## src/rtl/adder_pkg.sv

```systemverilog
// Shared types for the adder operand request path.
// Packed operand word layout and builder state encoding.
package adder_pkg;

  localparam int ADDER_BEATS = 5;
  localparam int BEAT_W = 3;

  typedef struct packed {
    logic [7:0] w;
    logic [7:0] z;
    logic [7:0] y;
    logic [7:0] x;
  } adder_s1_t;

  typedef struct packed {
    logic      cin;
    adder_s1_t s1;
  } adder_ins_t;

  typedef enum logic [1:0] {
    COLLECT = 2'd0,
    WAIT    = 2'd1,
    RESULT  = 2'd2
  } state_t;

endpackage

```

## src/rtl/adder_beat_packer.sv

```systemverilog
// Beat counter and operand field writer.
// in_first on an accepted beat resyncs to slot 0.
module adder_beat_packer
  import adder_pkg::*;
#(
  parameter int CIN_BIT = 0
) (
  input  logic       clk,
  input  logic       rst_n,
  input  logic       accept,
  input  logic       first,
  input  logic       clear,
  input  logic [7:0] data,
  output adder_ins_t ins,
  output logic       last
);

  logic [BEAT_W-1:0] beat;
  logic [BEAT_W-1:0] slot;

  localparam logic [BEAT_W-1:0] LAST_SLOT =
    BEAT_W'(ADDER_BEATS - 1);

  assign slot = first ? '0 : beat;
  assign last = accept && (slot == LAST_SLOT);

  // Beat position: resync, wrap after cin, clear on result handshake.
  always_ff @(posedge clk or negedge rst_n) begin
    if (!rst_n) begin
      beat <= '0;
    end else if (clear) begin
      beat <= '0;
    end else if (accept) begin
      beat <= last ? '0 : slot + 1'b1;
    end
  end

  // Field write for the slot of the accepted beat; ins is never cleared.
  always_ff @(posedge clk or negedge rst_n) begin
    if (!rst_n) begin
      ins <= '0;
    end else if (accept) begin
      unique case (1'b1)
        slot == 3'd0: ins.s1.x <= data;
        slot == 3'd1: ins.s1.y <= data;
        slot == 3'd2: ins.s1.z <= data;
        slot == 3'd3: ins.s1.w <= data;
        slot == 3'd4: ins.cin  <= data[CIN_BIT];
        default: ;
      endcase
    end
  end

endmodule

```

## src/rtl/adder_req_builder.sv

```systemverilog
// Initiator side of the adder operand interface.
// Packs a byte stream into ins, waits adder latency, returns the sum.
module adder_req_builder
  import adder_pkg::*;
#(
  parameter int LAT     = 1,
  parameter int CIN_BIT = 0
) (
  input  logic        clk,
  input  logic        rst_n,
  input  logic [7:0]  in_data,
  input  logic        in_first,
  input  logic        in_valid,
  output logic        in_ready,
  output logic [32:0] ins,
  input  logic [9:0]  sm_r,
  input  logic        sm_zero_r,
  output logic [9:0]  res_data,
  output logic        res_zero,
  output logic        res_valid,
  input  logic        res_ready
);

  localparam int WCW = (LAT < 2) ? 1 : $clog2(LAT + 1);

  state_t         state_q;
  state_t         state_d;
  logic [WCW-1:0] wcnt;
  logic           accept;
  logic           last;
  logic           cap;
  logic           done;
  adder_ins_t     ins_w;

  assign accept = in_valid && in_ready;
  assign ins    = ins_w;

  adder_beat_packer #(
    .CIN_BIT(CIN_BIT)
  ) u_packer (
    .clk    (clk),
    .rst_n  (rst_n),
    .accept (accept),
    .first  (in_first),
    .clear  (done),
    .data   (in_data),
    .ins    (ins_w),
    .last   (last)
  );

  // State register.
  always_ff @(posedge clk or negedge rst_n) begin
    if (!rst_n) begin
      state_q <= COLLECT;
    end else begin
      state_q <= state_d;
    end
  end

  // Next state and per-state strobes.
  always_comb begin
    state_d  = state_q;
    in_ready = 1'b0;
    cap      = 1'b0;
    done     = 1'b0;
    unique case (state_q)
      COLLECT: begin
        in_ready = 1'b1;
        if (last) state_d = WAIT;
      end
      WAIT: begin
        if (wcnt == '0) begin
          cap     = 1'b1;
          state_d = RESULT;
        end
      end
      RESULT: begin
        if (res_ready) begin
          done    = 1'b1;
          state_d = COLLECT;
        end
      end
      default: state_d = COLLECT;
    endcase
  end

  // Adder latency countdown, loaded as the cin beat lands.
  always_ff @(posedge clk or negedge rst_n) begin
    if (!rst_n) begin
      wcnt <= '0;
    end else if (last) begin
      wcnt <= WCW'(LAT);
    end else if (state_q == WAIT && wcnt != '0) begin
      wcnt <= wcnt - 1'b1;
    end
  end

  // Result register: capture after latency, release on handshake.
  always_ff @(posedge clk or negedge rst_n) begin
    if (!rst_n) begin
      res_data  <= '0;
      res_zero  <= 1'b0;
      res_valid <= 1'b0;
    end else if (cap) begin
      res_data  <= sm_r;
      res_zero  <= sm_zero_r;
      res_valid <= 1'b1;
    end else if (done) begin
      res_valid <= 1'b0;
    end
  end

endmodule

```

## config.mk

```make
export PLATFORM = sky130hd
export DESIGN_NAME = adder_req_builder
export DESIGN_NICKNAME = d
export VERILOG_FILES = /design/src/rtl/adder_pkg.sv /design/src/rtl/adder_beat_packer.sv /design/src/rtl/adder_req_builder.sv
export SDC_FILE = /design/constraint.sdc
export NUM_CORES = 1
export LEC_CHECK = 0
export ABC_AREA = 1
export ABC_CLOCK_PERIOD_IN_PS = 2500
export CORE_ASPECT_RATIO = 0.7
export CORE_UTILIZATION = 50
export CTS_BUF_LIST = sky130_fd_sc_hd__clkbuf_16
export CTS_CLUSTER_SIZE = 16
export DETAILED_ROUTE_END_ITERATION = 12
export PLACE_DENSITY = 0.89
export SLEW_MARGIN = 10
export SYNTH_ARGS = -nofsm -noshare
export SYNTH_HDL_FRONTEND = slang
export SYNTH_SLANG_ARGS = --single-unit
export TNS_END_PERCENT = 50
```

## constraint.sdc

```tcl
create_clock -name clk -period 2.5 [get_ports clk]
set_input_delay 0.5 -clock clk [delete_from_list [all_inputs] [get_ports clk]]
set_output_delay 0.5 -clock clk [all_outputs]
set_load 0.01 [all_outputs]
```

* Yosys cells after proc, flatten, opt, wreduce, memory -nomap -nowiden
Index checks and enable logic that the tools add are counted.
Storage, ports and cells: register bits 51, word-level logic and storage cells 53
Operators by class: add/subtract/negate cells 2, eq/ne operators 9, muxes and demuxes 17, reductions and logical operators 14
Operators by type and width (number):
- 2-to-1 mux 3 bit | 4
- AND reduction 2 bit | 5
- 2-to-1 mux 1 bit | 9
- equality test 3 x 2 -> 1 bit (second input constant) | 2
- 2-to-1 mux 2 bit | 3
- case mux 2 bit (3 select lines) | 1
- nonzero test 2 bit | 3
- != test 2 bit (second input constant) | 2
- adder 3 x 1 -> 3 bit (second input constant) | 1
- equality test 3 x 1 -> 1 bit (second input constant) | 1
- equality test 3 bit (second input constant) | 1
- logical AND 1 bit | 3
- zero test 3 bit | 1
- AND reduction 3 bit | 1
- equality test 2 x 1 -> 1 bit (second input constant) | 1
- equality test 2 bit (second input constant) | 1
- zero test 2 bit | 1
- != test 2 x 1 -> 1 bit (second input constant) | 1
- subtractor 1 bit (second input constant) | 1

* Depth between registers and ports, before layout
Gate-level depths: netlist of run 1.
depth in word-level cells 7, depth in mapped cells 9, gate-level depth less buffers 9

* Cells and area by module
A second synthesis of run 1 with hierarchy kept.
Second synthesis, totals: cell total of the unflattened synthesis 252, area, all modules 2193.4 um^2
Modules (own cells, without submodules):
- adder_beat_packer | times used 1, cells each 181, area each 1552.7 um^2
- adder_req_builder | times used 1, cells each 71, area each 640.6 um^2

* Worst setup path after synthesis of run 1
No wires, ideal clock.
path type in2reg, start input in_first, end register, netlist name u_packer.ins[24], arrival time 1623 ps, data required time 2435 ps, slack 812 ps, stages 9, buffers on the path 0, cell sequence inv_2 nand2_1 inv_1 ha_1 ha_1 inv_1 nor2_4 nand2_1 nand2_1
Between the ends: word-level cells in the longest chain between the ends 3
RTL lines:
- start, declared | RTL line adder_req_builder.sv:12 | input logic in_first,
- 2-to-1 mux 3 bit | RTL line adder_beat_packer.sv:24 | assign slot = first ? '0 : beat;
- equality test 3 x 2 -> 1 bit | RTL line adder_beat_packer.sv:47 | slot == 3'd3: ins.s1.w <= data;
- AND reduction 2 bit (no source line)
Every way passes these cells. A chain may end at the register's enable or synchronous reset.

* Worst setup path after layout of run 1
start register state_q[1], end output in_ready
Between the ends: word-level cells in the longest chain between the ends 2
RTL lines:
- start, declared | RTL line adder_req_builder.sv:26 | state_t state_q;
- start signal, assigned | RTL line adder_req_builder.sv:56 | state_q <= state_d;
- zero test 2 bit | RTL line adder_req_builder.sv:66 | unique case (state_q)
- 2-to-1 mux 1 bit | RTL line adder_req_builder.sv:66
- end, declared | RTL line adder_req_builder.sv:14 | output logic in_ready,
Every way passes these cells.

==> run_results.csv, run 1 <==
group,metric,value,unit
logic_synthesis,synth_edf_count,0,
timing,min_period_over_period,80.6,%
logic_synthesis,synth.cell_area,2320,sq um
global_routing,grt_pass1_vias,1809,
logic_synthesis,ys_async_sr_fraction,100,%
cts,cts_tree,"built",
timing,max_freq,497,MHz
global_routing,grt_overflow,0,
logic_synthesis,syn_inst,240,
logic_synthesis,synth_area_leaders,"dfrtp_1, nand2_1, nand3_1",
timing,grt_setup_unrepaired,"no",
logic_synthesis,synthTopCellsByCount,"nand2_1, dfrtp_1, nand3_1, nand2_2",
die,num_io_pins,70,
cts,ctsHoldBuffers,0,
cts,numCtsBuffers,5,
setup_path,r2r-start,"u_packer.beat[0]",
setup_path,reg2reg_slack,0.98,ns
setup_path,arrival,1.51,ns
global_routing,grt_use_total,23.9,%
cts,clk_pin_slew,0.06,ns
finish,n_antenna_cell,0,
logic_synthesis,synth_top_cell_by_area,"dfrtp_1",
setup_path,crit_end,"in_ready",
cts,clk_latency,0.29,ns
timing,post-route-min-period,2.01,ns
setup_path,required,2.00,ns
timing,slew_viol_final,0,
setup_path,path_class,"flip-flop to primary output",
cts,cts_resized,0,
detailed_routing,drt-total-wl,5.36,mm
logic_synthesis,synth_ff_type,"dfrtp_1",
detailed_routing,drt-wirelength-per-cell,14.6,um
cts,cts_setup_buffers,0,
logic_synthesis,post_synth_num_cell_types,21,
timing,relSlewSlack,58.8,%
setup_path,r2r_cells,8,
detailed_routing,met3_wirelength,329,um
finish,nNetsFinal,341,
global_routing,antenna_found_initial,0,
setup_path,path_max_fanout,4,
detailed_routing,viasPerCell,5.14,
min_path,hp-class,"primary input to async pin",
die,die_y,59.0,um
detailed_routing,ant_nets,0,
detailed_routing,dr.pass1.iters,4,
outcome,outcome,"complete, no violations",
logic_synthesis,yosysTopAreaCellShare,55.0,%
timing,timing.setup.tns,0,ns
die,core,4400,sq um
finish,drive_gt1_share,16.9,%
die,num_rows,20,
detailed_routing,drtIter0Drc,110,
logic_synthesis,yosysWarnings,0,
detailed_routing,highest_layer,"met4",
detailed_routing,m1WireLength,2.28,mm
cts,cts-htree-levels,2,
global_routing,grt_start_max_net_pins,52,
placement,place.port_buffers,69,
logic_synthesis,synth-seq-area-share,55.0,%
cts,cts_sinks,51,
die,die_area,4920,sq um
pwr,ir_drop,770,uV
placement,dp_hpwl,3.97,mm
timing,setup_viol,0,
setup_path,critPathLaunch,"state_q[1]",
setup_path,end_kind,"primary output",
pwr,fin_total_pwr,3960,uW
logic_synthesis,ys_ff_latch,51,
logic_synthesis,yosysMostFrequentCell,"nand2_1",
timing,fin_worst_skew,0.00559,ns
detailed_routing,dr_wl_met2,2.67,mm
detailed_routing,drt_drc_violations_left,0,
pwr,p_leak,0.00155,uW
logic_synthesis,avgSynthCellArea,9.66,sq um
logic_synthesis,synth_fp_nets,269,
die,initial_utilization,52.6,%
die,chipWidth,83.4,um
setup_path,timing.rr.end,"u_packer.ins[31]",
flow_run,maxCapViolCount,0,
detailed_routing,via_count,1890,
finish,area_growth,39.5,%
setup_path,start_kind,"flip-flop",
global_routing,grt_pass1_wl,8.93,mm
cts,root_buffer,"clkbuf_16",
placement,gp_congestion,0.774,
timing,hold_violations,0,
pwr,power_density,1220,nW/um^2
timing,worst-slew-pin-transition,0.618,ns
cts,clockBufferDepth,2,
[metal layers]
layer,vias up,track usage (%)
met5,-,0
met4,0,8.13
met3,9,5.15
met2,68,39.5
met1,900,32.1
li1,913,-
[stage by stage]
stage | worst slack, ns | utilization (%) | area [sq um] | hold WS, ns | instances
6_report | 0.486 | 73.4 | 3230 | 0.298 | 368
3_3_place_gp | 0.281 | 69.1 | 3040 | 0.454 | 360
3_5_place_dp | 0.192 | 69.1 | 3040 | 0.458 | 360
5_1_grt | 0.377 | 73.4 | 3230 | 0.365 | 368
4_1_cts | 0.480 | 73.4 | 3230 | 0.332 | 368
2_1_floorplan | 0.812 | - | 2320 | 0.204 | 240
[registers in the layout, indices dropped and copies added, names as in the netlist]
| name | flops |
|---|---|
| res_valid | 1 |
| res_zero | 1 |
| res_data | 10 |
| u_packer.ins | 33 |
| state_q | 2 |
| u_packer.beat | 3 |
| wcnt | 1 |
[area by class of cell]
class	count	area [sq um]
sequential	51	1280
fill	298	1170
multi-input combinational	173	955
timing repair buffer	72	708
clock buffer	5	125
tap	55	68.8
clock inverter	3	67.6
inverter	9	33.8
[cells by family after synthesis]
kind of cell / count (synthesis) / synth area share, %
AND/OR/NAND/NOR: 162 / 35.3
flip-flops: 51 / 55.0
AO/OA/AOI/OAI: 6 / 3.18
buffers and inverters: 16 / 3.78
adder cells (fa/ha/maj): 5 / 2.70
[report_power, final]
| part | leakage, uW | switching (uW) | internal, uW |
|---|---|---|---|
| Combinational | 0.000841 | 778 | 869 |
| Sequential | 0.000619 | 253 | 1200 |
| Clock | 0.0000900 | 289 | 573 |
| Total | 0.00155 | 1320 | 2640 |
[worst min-delay path by stage]
stage	startpoint	endpoint	slack (ns)	cells past startpoint
2_1_floorplan	rst_n	res_data[0]	0.20	0
3_3_place_gp	u_packer.ins[22]	u_packer.ins[22]	0.45	2
3_5_place_dp	u_packer.ins[23]	u_packer.ins[23]	0.46	2
4_1_cts	rst_n	u_packer.ins[2]	0.33	2
5_1_grt	rst_n	u_packer.ins[3]	0.36	2
6_report	rst_n	u_packer.ins[2]	0.30	2
[critical path: stages, from the launching register on]
cell             delay (ns)
dfrtp_1                0.45
nor2_1                 0.20
clkdlybuf4s50_1        0.58
[placed cells by master, fill, tap and decap left out, types with 2 or more instances in the layout]
cell type	instances
buf_4	3
ha_1	5
nand2_1	83
nand2_8	3
inv_1	5
dfrtp_1	51
nand2_2	27
clkbuf_16	5
nand3_1	42
nor2_4	2
a21boi_4	3
bufinv_16	2
inv_2	4
clkdlybuf4s50_1	68
nor2_1	2
Note: power is estimated with default switching activity, not from simulation.
==> run 2, diff against run 1 <==
ABC_CLOCK_PERIOD_IN_PS = 2000   (was 2500)
CORE_UTILIZATION = 47   (was 50)
PLACE_DENSITY = 0.85   (was 0.89)
clock period = 2 ns   (was 2.5 ns; I/O delays follow)
==> run_results.csv, run 2 (synthesized netlist as in run 1, its figures left out) <==
group,metric,value,unit
outcome,outcome,"complete, no violations",
placement,dpl-instance-area,3130,sq um
setup_path,path_max_fanout,4,
placement,gp_congestion,0.788,
global_routing,grt_pass1_wl,8.54,mm
setup_path,r2r_cells,6,
timing,fin_hold_ws,0.210,ns
setup_path,path_class,"flip-flop to primary output",
global_routing,grt_overflow,0,
timing,fin_worst_skew,0.00458,ns
global_routing,antenna_found_initial,0,
pwr,p_leak,0.00157,uW
global_routing,grt_use_met1,31.4,%
detailed_routing,dr.pass1.iters,4,
global_routing,grt_use_met2,32.4,%
setup_path,r2r-start,"u_packer.beat[0]",
setup_path,reg2reg_slack,0.51,ns
finish,fill_cells,342,
detailed_routing,viasPerCell,4.82,
die,die_y,60.8,um
detailed_routing,drt-total-wl,5.27,mm
detailed_routing,drt-wirelength-per-cell,13.7,um
die,initial_utilization,51.2,%
cts,cts_tree,"built",
setup_path,timing.rr.end,"u_packer.ins[1]",
timing,worst-slew-pin-transition,0.630,ns
placement,dp_hpwl,3.87,mm
global_routing,grt_pass1_vias,1764,
flow_run,maxCapViolCount,0,
timing,timing.setup.tns,0,ns
cts,clk_pin_slew,0.06,ns
timing,relSlewSlack,58.0,%
setup_path,end_kind,"primary output",
cts,clockBufferDepth,2,
global_routing,grt_use_total,22.0,%
cts,clk_latency,0.28,ns
finish,drive_gt1_share,17.3,%
detailed_routing,drtIter0Drc,155,
pwr,power_density,1440,nW/um^2
cts,cts_sinks,51,
cts,ctsHoldBuffers,0,
timing,max_freq,535,MHz
cts,cts_setup_buffers,0,
finish,n_antenna_cell,0,
timing,hold_violations,0,
cts,numCtsBuffers,5,
setup_path,required,1.60,ns
pwr,ir_drop,706,uV
timing,setup_ws,0.130,ns
detailed_routing,drt_drc_violations_left,0,
setup_path,start_kind,"flip-flop",
min_path,hp-class,"primary input to async pin",
die,chipWidth,85.9,um
finish,area_growth,40.9,%
finish,largest_register_ffs,33,
global_routing,use_met3,6.12,%
die,num_io_pins,70,
timing,slew_viol_final,0,
detailed_routing,ant_nets,0,
finish,final_common_cell,"nand2_1",
cts,cts-htree-levels,2,
placement,dp_slack,-0.0253,ns
finish,reg_top3,"u_packer.ins (33), res_data (10), u_packer.beat (3)",
finish,layout_common_cells,"nand2_1, clkdlybuf4s50_1, dfrtp_1",
detailed_routing,via_count,1851,
die,core,4530,sq um
timing,setup_viol,0,
setup_path,arrival,1.47,ns
cts,cts_resized,0,
die,die_area,5220,sq um
finish,nNetsFinal,346,
timing,grt_setup_unrepaired,"no",
timing,min_period_over_period,93.5,%
cts,root_buffer,"clkbuf_16",
finish,largest-register,"u_packer.ins",
global_routing,busiest_layer,"met2",
finish,stdcell_area,3270,sq um
global_routing,grt_start_max_net_pins,52,
timing,post-route-min-period,1.87,ns
die,num_rows,20,
placement,place.port_buffers,69,
-- run 2: changes by cell type in the layout (fill, tap and decap cells not counted), sizes merged --
cell and change:
buf +5, bufinv -2, clkinv +2, clkinvlp -1
inv +1
-- run 2: cell type report --
| cell class | instances | area (sq um) | share of cell area [%] |
|---|---|---|---|
| sequential | 51 | 1280 | 39.1 |
| multi-input combinational | 173 | 955 | 29.2 |
| timing repair buffer | 77 | 783 | 24.0 |
| clock buffer | 5 | 125 | 3.83 |
| tap | 66 | 82.6 | 2.53 |
| inverter | 9 | 33.8 | 1.03 |
| clock inverter | 3 | 11.3 | 0.345 |
-- run 2: report_power, final --
group | leakage, uW | switching, uW | total (uW) | internal [uW]
Combinational | 0.000879 | 970 | 2110 | 1140
Clock | 0.0000701 | 339 | 789 | 450
Sequential | 0.000619 | 313 | 1810 | 1500
-- run 2: stage by stage --
step | cells | util (%) | total power [uW]
6_report | 384 | 72.1 | 4710
2_1_floorplan | 240 | - | 2770
3_5_place_dp | 376 | 69.1 | 3930
3_3_place_gp | 376 | 69.1 | 3880
5_1_grt | 384 | 72.1 | 4990
4_1_cts | 384 | 72.1 | 4750
-- run 2: metal layers --
metal / vias to the layer above / wire [um]
li1: 927 / -
met1: 865 / 2380
met2: 54 / 2480
met3: 5 / 385
met4: 0 / 31
met5: - / 0
-- run 2: worst max-delay path, stage by stage (launching register included) --
cell and delay, ns:
dfrtp_1 0.45, nor2_1 0.17, clkdlybuf4s50_1 0.57
-- run 2: worst max-delay path by stage --
| stage | slack [ns] | cells past startpoint | endpoint | start |
|---|---|---|---|---|
| final | 0.13 | 2 | in_ready | state_q[1] |
| after global routing | 0.06 | 2 | in_ready | state_q[1] |
| after CTS | 0.12 | 2 | in_ready | state_q[1] |
| after detailed placement | -0.03 | 8 | u_packer.ins[1] | in_first |
| after global placement | 0.03 | 8 | u_packer.ins[5] | in_first |
| after floorplan | 0.41 | 9 | u_packer.ins[24] | in_first |
==> run 3, diff against run 2 <==
--- a/config.mk
+++ b/config.mk
@@ -8,7 +8,10 @@
 export ABC_AREA = 1
 export ABC_CLOCK_PERIOD_IN_PS = 2000
+export CELL_PAD_IN_SITES_DETAIL_PLACEMENT = 2
+export CELL_PAD_IN_SITES_GLOBAL_PLACEMENT = 2
 export CORE_ASPECT_RATIO = 0.7
-export CORE_UTILIZATION = 47
+export CORE_UTILIZATION = 28
 export CTS_BUF_LIST = sky130_fd_sc_hd__clkbuf_16
+export CTS_CLUSTER_DIAMETER = 100
 export CTS_CLUSTER_SIZE = 16
 export DETAILED_ROUTE_END_ITERATION = 12
==> constraint.sdc (replaced) <==
create_clock -name clk -period 2 [get_ports clk]
set_input_delay 0.2 -clock clk [delete_from_list [all_inputs] [get_ports clk]]
set_output_delay 0.2 -clock clk [all_outputs]
set_load 0.01 [all_outputs]
==> run_results.csv, run 3 (synthesized netlist as in run 1, its figures left out) <==
group,metric,value,unit
outcome,outcome,"complete, no violations",
placement,dp_hpwl,5.14,mm
detailed_routing,drt_drc_violations_left,0,
finish,layout.cells.non_filler,415,
timing,timing.setup.tns,0,ns
placement,gp_congestion,0.710,
cts,numCtsBuffers,5,
setup_path,r2r-start,"u_packer.beat[0]",
global_routing,antenna_found_initial,0,
finish,largest_register_ffs,33,
die,die_area,8650,sq um
cts,cts-htree-levels,2,
timing,max_freq,572,MHz
global_routing,grt_pass1_wl,11.8,mm
detailed_routing,drt-wirelength-per-cell,17.3,um
pwr,fin_total_pwr,4860,uW
pwr,p_leak,0.00154,uW
placement,dpl-instance-area,3120,sq um
timing,relSlewSlack,56.0,%
setup_path,timing.rr.end,"u_packer.ins[25]",
detailed_routing,dr.pass1.iters,4,
finish,nNetsFinal,342,
flow_run,maxCapViolCount,0,
pwr,ir_drop,556,uV
detailed_routing,drt-total-wl,7.16,mm
finish,fill_cells,880,
setup_path,max_stage_delay,0.59,ns
detailed_routing,via_count,1933,
setup_path,path_cells,"nor2_1 > clkdlybuf4s50_1",
cts,cts_sinks,51,
global_routing,grt_use_total,17.6,%
placement,place.port_buffers,69,
timing,fin_worst_skew,0.00637,ns
timing,grt_setup_unrepaired,"no",
setup_path,end_kind,"primary output",
cts,cts_tree,"built",
setup_path,arrival,1.55,ns
cts,clockBufferDepth,2,
die,die_y,78.1,um
finish,drive_gt1_share,17.2,%
die,num_io_pins,70,
finish,layout_common_cells,"nand2_1, clkdlybuf4s50_1, dfrtp_1",
finish,area_growth,41.2,%
finish,post-route-util,41.2,%
timing,min_period_over_period,87.5,%
global_routing,grt_overflow,0,
setup_path,start_kind,"flip-flop",
timing,post-route-min-period,1.75,ns
global_routing,grt_pass1_vias,2143,
placement,dp_cells,407,
cts,cts_resized,0,
die,core,7940,sq um
setup_path,path_max_fanout,4,
global_routing,grt_start_max_net_pins,52,
detailed_routing,drtIter0Drc,85,
cts,root_buffer,"clkbuf_16",
finish,stdcell_area,3270,sq um
die,chipWidth,111,um
timing,worst-slew-pin-transition,0.660,ns
detailed_routing,viasPerCell,4.66,
detailed_routing,ant_nets,0,
setup_path,r2r_cells,8,
cts,clk_latency,0.29,ns
finish,reg_top3,"u_packer.ins (33), res_data (10), u_packer.beat (3)",
cts,ctsHoldBuffers,0,
pwr,power_density,1480,nW/um^2
finish,final_common_cell,"nand2_1",
timing,slew_viol_final,0,
timing,setup_viol,0,
min_path,hp-class,"primary input to async pin",
setup_path,reg2reg_slack,0.42,ns
finish,n_antenna_cell,0,
timing,hold_violations,0,
die,initial_utilization,29.2,%
setup_path,required,1.80,ns
setup_path,slowest_stage,"clkdlybuf4s50_1",
die,num_rows,27,
setup_path,path_class,"flip-flop to primary output",
finish,largest-register,"u_packer.ins",
cts,cts_setup_buffers,0,
cts,clk_pin_slew,0.07,ns
[run 3: worst max-delay path: cells and delay by family, from the launching register on]
kind	cells	cell delay, ns
buf+inv	1	0.59
flops	1	0.45
simple gates	1	0.22
[run 3: how the worst max path moves through the flow]
stage	startpoint	end	slack [ns]	depth (start not counted)
after global placement	in_first	u_packer.ins[24]	0.16	10
after detailed placement	in_first	u_packer.ins[25]	0.05	10
final	state_q[1]	in_ready	0.25	2
after global routing	state_q[1]	in_ready	0.17	2
after floorplan	in_first	u_packer.ins[24]	0.61	9
after CTS	state_q[1]	in_ready	0.23	2
[run 3: stage by stage]
| stage | setup WS (ns) | hold slack (ns) |
|---|---|---|
| after detailed placement | 0.0518 | 0.379 |
| final | 0.251 | 0.0333 |
| after CTS | 0.231 | 0.0568 |
| after global routing | 0.173 | 0.0880 |
| after floorplan | 0.612 | -0.0956 |
| after global placement | 0.163 | 0.360 |
[run 3: area by class of cell]
cell class                 instances  area (sq um)  area share [%]
inverter                           9          33.8            1.03
clock buffer                       5           125            3.82
sequential                        51          1280            39.0
multi-input combinational        173           955            29.2
tap                              101           126            3.86
timing repair buffer              73           728            22.2
clock inverter                     3          28.8           0.879
[run 3: where the power goes]
group / internal, uW / total, uW / switching (uW)
sequential: 1490 / 1840 / 350
clock: 478 / 886 / 409
combinational: 1110 / 2130 / 1020
[run 3: per-layer routing]
layer	global-route usage [%]	up-vias	part of all wire (%)
met1	23.7	964	47
met4	4.40	0	0.89
li1	-	918	-
met2	29.6	46	47
met3	3.01	5	4.7
met5	0	-	0
